===== config.mk =====
export PLATFORM = sky130hd
export DESIGN_NAME = datamem_arbiter
export DESIGN_NICKNAME = d
export VERILOG_FILES = /design/src/rtl/datamem_arbiter.sv
export SDC_FILE = /design/constraint.sdc
export NUM_CORES = 1
export LEC_CHECK = 0
export BUFFER_PORTS_ARGS = -buffer_cell sky130_fd_sc_hd__buf_2
export CAP_MARGIN = 20
export CORE_UTILIZATION = 39
export DETAILED_ROUTE_END_ITERATION = 7
export HOLD_SLACK_MARGIN = 0.12
export PLACE_DENSITY = 0.78
export SYNTH_ARGS = -nofsm -noshare
export SYNTH_HDL_FRONTEND = slang
export SYNTH_SLANG_ARGS = --single-unit

===== constraint.sdc =====
create_clock -name clk -period 2.45 [get_ports clk]
set_input_delay 0.49 -clock clk [delete_from_list [all_inputs] [get_ports clk]]
set_output_delay 0.49 -clock clk [all_outputs]
set_load 0.05 [all_outputs]

===== src/rtl/datamem_arbiter.sv =====
`timescale 1ns/1ps
`default_nettype none
// ============================================================================
// Module      : datamem_arbiter
// Description : Round-robin arbiter sharing one data-memory BRAM port between
//               the CPU data bus (port 0) and a DMA/debug master (port 1).
//               Outstanding reads are tracked in an in-order route FIFO so
//               each read response returns to the port that issued it.
// Revision    : 1.0 - initial release
// ============================================================================
module datamem_arbiter #(
  parameter int DATAMEM_DEPTH   = 8192,
  parameter int MAX_OUTSTANDING = 4,
  localparam int AW = $clog2(DATAMEM_DEPTH),
  localparam int PW = $clog2(MAX_OUTSTANDING),
  localparam int CW = PW + 1
) (
  input  logic          clk,
  input  logic          rstf,
  // port 0 (CPU data bus)
  input  logic          r0_valid,
  output logic          r0_ready,
  input  logic [AW-1:0] r0_addr,
  input  logic [31:0]   r0_wdata,
  input  logic [3:0]    r0_mask,
  input  logic          r0_we,
  output logic [31:0]   r0_rdata,
  output logic          r0_rvalid,
  // port 1 (DMA / debug)
  input  logic          r1_valid,
  output logic          r1_ready,
  input  logic [AW-1:0] r1_addr,
  input  logic [31:0]   r1_wdata,
  input  logic [3:0]    r1_mask,
  input  logic          r1_we,
  output logic [31:0]   r1_rdata,
  output logic          r1_rvalid,
  // BRAM side
  output logic          mem_valid,
  input  logic          mem_ready,
  output logic [AW-1:0] mem_addr,
  output logic [31:0]   mem_wdata,
  output logic [3:0]    mem_mask,
  output logic          mem_we,
  input  logic [31:0]   mem_rdata,
  input  logic          mem_rvalid,
  // status
  output logic [CW-1:0] outstanding,
  output logic          err_unexpected
);

  logic                       rr;          // port favoured on the next conflict
  logic                       lock_valid;  // a stalled grant is being held
  logic                       lock_port;
  logic [MAX_OUTSTANDING-1:0] route;       // issuing port ID per read slot
  logic [PW-1:0]              wr_ptr;
  logic [PW-1:0]              rd_ptr;
  logic [CW-1:0]              count;

  logic elig0, elig1, full, pop, push, xfer;
  logic gnt_valid, gnt_port;

  // A response pops the head only if a read is actually tracked; the slot it
  // frees is usable by a new read in the same cycle.
  assign pop   = mem_rvalid && (count != '0);
  assign full  = (count == CW'(MAX_OUTSTANDING)) && !pop;
  assign elig0 = r0_valid && (r0_we || !full);
  assign elig1 = r1_valid && (r1_we || !full);

  // Grant selection: hold a stalled grant, otherwise round-robin on conflict.
  always_comb begin
    gnt_valid = 1'b0;
    gnt_port  = 1'b0;
    if (lock_valid && (lock_port ? elig1 : elig0)) begin
      gnt_valid = 1'b1;
      gnt_port  = lock_port;
    end else if (elig0 && elig1) begin
      gnt_valid = 1'b1;
      gnt_port  = rr;
    end else if (elig0) begin
      gnt_valid = 1'b1;
      gnt_port  = 1'b0;
    end else if (elig1) begin
      gnt_valid = 1'b1;
      gnt_port  = 1'b1;
    end
  end

  // No command leaves the block while reset is asserted.
  assign mem_valid = gnt_valid && rstf;
  assign mem_addr  = gnt_port ? r1_addr  : r0_addr;
  assign mem_wdata = gnt_port ? r1_wdata : r0_wdata;
  assign mem_mask  = gnt_port ? r1_mask  : r0_mask;
  assign mem_we    = gnt_port ? r1_we    : r0_we;
  assign r0_ready  = mem_valid && !gnt_port && mem_ready;
  assign r1_ready  = mem_valid &&  gnt_port && mem_ready;

  assign xfer        = mem_valid && mem_ready;
  assign push        = xfer && !mem_we;
  assign outstanding = count;

  // Round-robin pointer and stall lock.
  always_ff @(posedge clk or negedge rstf) begin
    if (!rstf) begin
      rr         <= 1'b0;
      lock_valid <= 1'b0;
      lock_port  <= 1'b0;
    end else if (xfer) begin
      rr         <= ~gnt_port;
      lock_valid <= 1'b0;
    end else if (mem_valid) begin
      lock_valid <= 1'b1;
      lock_port  <= gnt_port;
    end else begin
      lock_valid <= 1'b0;
    end
  end

  // Route FIFO: push the issuing port on read transfer, pop on response.
  always_ff @(posedge clk or negedge rstf) begin
    if (!rstf) begin
      route  <= '0;
      wr_ptr <= '0;
      rd_ptr <= '0;
      count  <= '0;
    end else begin
      if (push) begin
        route[wr_ptr] <= gnt_port;
        wr_ptr        <= wr_ptr + PW'(1);
      end
      if (pop) begin
        rd_ptr <= rd_ptr + PW'(1);
      end
      case ({push, pop})
        2'b10:   count <= count + CW'(1);
        2'b01:   count <= count - CW'(1);
        default: count <= count;
      endcase
    end
  end

  // Registered response steering plus the sticky unexpected-response flag.
  always_ff @(posedge clk or negedge rstf) begin
    if (!rstf) begin
      r0_rvalid      <= 1'b0;
      r1_rvalid      <= 1'b0;
      r0_rdata       <= '0;
      r1_rdata       <= '0;
      err_unexpected <= 1'b0;
    end else begin
      r0_rvalid <= pop && !route[rd_ptr];
      r1_rvalid <= pop &&  route[rd_ptr];
      if (pop && !route[rd_ptr]) begin
        r0_rdata <= mem_rdata;
      end
      if (pop && route[rd_ptr]) begin
        r1_rdata <= mem_rdata;
      end
      if (mem_rvalid && (count == '0)) begin
        err_unexpected <= 1'b1;
      end
    end
  end

endmodule
`default_nettype wire


==> results.yml <==
pwr:
  power.leakage_nw: 3.357
  power_mw: 7.685
  vdd.ir_drop.worst_mv: 1.181
  power_density_relative_to_cell_area_mw_per_mm2: 1195
grt:
  wire_length_of_the_first_global_routing_pass_um: 20380
  grt_max_degree: 55
  vias_in_the_first_global_route: 3771
  grt_use_total_pct: 24.58
  initial_antenna_violation_count: 1
  grt_overflow_total: 0
route:
  detail_route.vias_per_cell: 4.953
  antenna_left: 0
  routed_wl_um: 13590
  drc_violations: 0
  met3_wirelength_um: 957
  post_route_m1_wl_um: 5032
  wire_per_inst_um: 18.98
  via_count: 3546
  dr_wl_met2_um: 7382
  drt_pre_antenna_iters: 4
  detailedRoute.firstIterationViolations: 195
  routed.top_layer: "met4"
yosys:
  ys_warnings: 0
  synth_area_per_cell_sq_um: 14.57
  synth.cells.most_frequent: "81 x sky130_fd_sc_hd__dfrtp_1, 70 x sky130_fd_sc_hd__mux2_2, 46 x sky130_fd_sc_hd__mux2_4"
  synth.net_count: 429
  synth.top_cells.by_area: "sky130_fd_sc_hd__dfrtp_1 49%, sky130_fd_sc_hd__mux2_2 19%, sky130_fd_sc_hd__mux2_4 17%, sky130_fd_sc_hd__ha_1 1.5%, sky130_fd_sc_hd__inv_1 1.4%"
  largest_area_contributor_in_the_synthesized_netlist: "sky130_fd_sc_hd__dfrtp_1"
  synth-edff-count: 0
  async_reset_ff_share_pct: 100.0
  synth.ff_latch_count: 81
  ys.flop_type: "sky130_fd_sc_hd__dfrtp_1"
  ys_types: 29
  seq_area_frac_synth_pct: 48.81
  count_leader_synth: "sky130_fd_sc_hd__dfrtp_1"
  mappedNetlistArea_sq_mm: 0.004153
  synthesis.instances: 285
  yosysTopAreaCellShare_pct: 48.81
die:
  die_w_um: 105.2
  fp-row-count: 37
  effective_utilization_at_floorplan_pct: 40.23
  core_sq_mm: 0.01032
  design.portCount: 261
  die_area_sq_mm: 0.01106
  die_h_um: 105.2
critical_path:
  critical_path.max_stage_delay_ps: 570
  cp_max_fo: 20
  cp_num_buf_inv: 2
  startpoint_type: "flip-flop"
  r2r_setup_slack_ps: -120
  path_cells: "or4b_4, o211ai_4, nand2_8, buf_12, mux2_4, buf_6"
  critical_path_arrival_ps: 2380
  critical-path-top-delay-family: "simple AND/OR/NAND/NOR gates"
  r2r_cells: 10
  critical_path_depth: 6
  critical-path-slowest-cell: "sky130_fd_sc_hd__or4b_4"
  required_ps: 1960
  worstSetupPathType: "reg -> out"
  critical_path_sink_type: "output port"
clock_tree:
  cts_sinks: 81
  cts_tree: "yes"
  cts.htree.levels: 3
  cts_root_buffer: "sky130_fd_sc_hd__clkbuf_8"
  buffer_levels_on_the_longest_clock_path: 2
  worst_skew_pair.late_latency_ps: 340
  cts-buffers-inserted: 9
  path_clk_slew_ps: 90
timing:
  drv_slew: 0
  unrepaired_setup_endpoints_after_global_routing: "yes"
  setup_viol: 54
  post-route-worst-setup-slack_ps: -415.8
  peak_clock_frequency_supported_by_timing_ghz: 0.3489
  worst_slew_pin_slew_ps: 662.8
  hold_viol: 0
  finalCriticalPeriod_ps: 2866
  final.hold.worst_slack_ps: 152.0
  final_cycle_utilization_of_the_critical_path_pct: 117.0
  max_slew_margin_pct: 55.82
  fin_worst_skew_ps: 11.25
placed_design:
  dpl.hpwl_um: 10760
  io_buffer_count: 260
  dpl_worst_slack_ps: -379.0
  gp_congestion: 0.9186
status:
  outcome: "complete, but fails checks"
  failed_checks: "negative setup slack"
layout:
  design.final.nets: 718
  drive_gt1_share_pct: 75.30
  flow.area_growth_from_synthesis_pct: 54.81
flow_run:
  maxCapViolations: 0
min_path:
  class_of_the_worst_hold_path: "in -> async"
## flip-flops by register name (all words and copies together) (netlist names)
register,flops
r0_rdata,32
r1_rdata,32
route,4
outstanding,3
rd_ptr,2
wr_ptr,2
err_unexpected,1
lock_port,1
lock_valid,1
r0_rvalid,1
r1_rvalid,1
rr,1
## metal layers
layer | global-route usage, % | vias to the layer above
li1 | - | 1610
met1 | 27.07 | 1740
met2 | 45.68 | 184
met3 | 6.675 | 12
met4 | 7.243 | 0
met5 | 0 | -
## cell usage in the layout (no fill, tap or decap), types with 2 or more instances in the layout
cell type and n:
sky130_fd_sc_hd__clkbuf_8 9, sky130_fd_sc_hd__dfrtp_2 3, sky130_fd_sc_hd__dfrtp_1 78, sky130_fd_sc_hd__clkinvlp_4 2
sky130_fd_sc_hd__buf_2 207, sky130_fd_sc_hd__a21o_1 2, sky130_fd_sc_hd__o2111ai_1 6, sky130_fd_sc_hd__buf_4 25
sky130_fd_sc_hd__a221oi_1 4, sky130_fd_sc_hd__ha_1 4, sky130_fd_sc_hd__inv_1 16, sky130_fd_sc_hd__a21oi_1 5
sky130_fd_sc_hd__buf_12 3, sky130_fd_sc_hd__nand2_1 4, sky130_fd_sc_hd__a21boi_0 4, sky130_fd_sc_hd__o21ai_0 2
sky130_fd_sc_hd__mux2_4 46, sky130_fd_sc_hd__xor2_1 2, sky130_fd_sc_hd__buf_8 3, sky130_fd_sc_hd__a211oi_1 2
sky130_fd_sc_hd__xnor2_1 4, sky130_fd_sc_hd__buf_6 52, sky130_fd_sc_hd__mux2i_1 3, sky130_fd_sc_hd__mux2_2 70
## kinds of logic (layout without fill, tap and decap cells)
kind of cell    Yosys count  count (layout)  synth area share, %
other cells               0               1                    0
fa+ha+maj                 6               6                1.989
compound gates           30              30                5.513
buf+inv                  29             323                3.736
flops                    81              81                48.81
simple gates             12              12                1.567
xor+xnor                  6               6                1.265
mux                     121             121                37.12
## through the flow
step	setup TNS, ps	area [sq um]	util, %	std cells
2_1_floorplan	-10560	4185	-	285
3_3_place_gp	-16920	5781	55.99	692
3_5_place_dp	-18690	5781	55.99	692
4_1_cts	-20590	6379	61.79	711
5_1_grt	-24040	6429	62.27	716
6_report	-20490	6429	62.27	716
## final cells by class
cell class                      instances  area (sq um)
Clock inverter                          7         78.83
Sequential cell                        81          2031
Timing Repair Buffer                  291          1924
Antenna cell                            1         2.502
Clock buffer                            9         123.9
Inverter                               16         60.06
Tap cell                              136         170.2
Fill cell                             789          3895
Multi-Input combinational cell        175          2038
## worst paths after layout
check | startpoint | end
max reg2reg | outstanding[0] | outstanding[2]
min reg2reg | err_unexpected | err_unexpected
max | outstanding[0] | mem_wdata[10]
min | rstf | outstanding[0]
max in group asynchronous | rstf | wr_ptr[0]
min in group clk | mem_ready | lock_valid
## power breakdown
group	switching (mW)	internal [mW]
logic	3.05	1.49
registers	0.287	1.86
clock network	0.509	0.481
total	3.85	3.84
## repair_timing
action,CTS,global route
pin swaps,2,7
setup buffers,2,5
hold endpoints to repair,12,0
setup endpoints to repair,55,54
gates resized for setup,114,6
hold buffers,1,0
(Power assumes the default switching activity.)
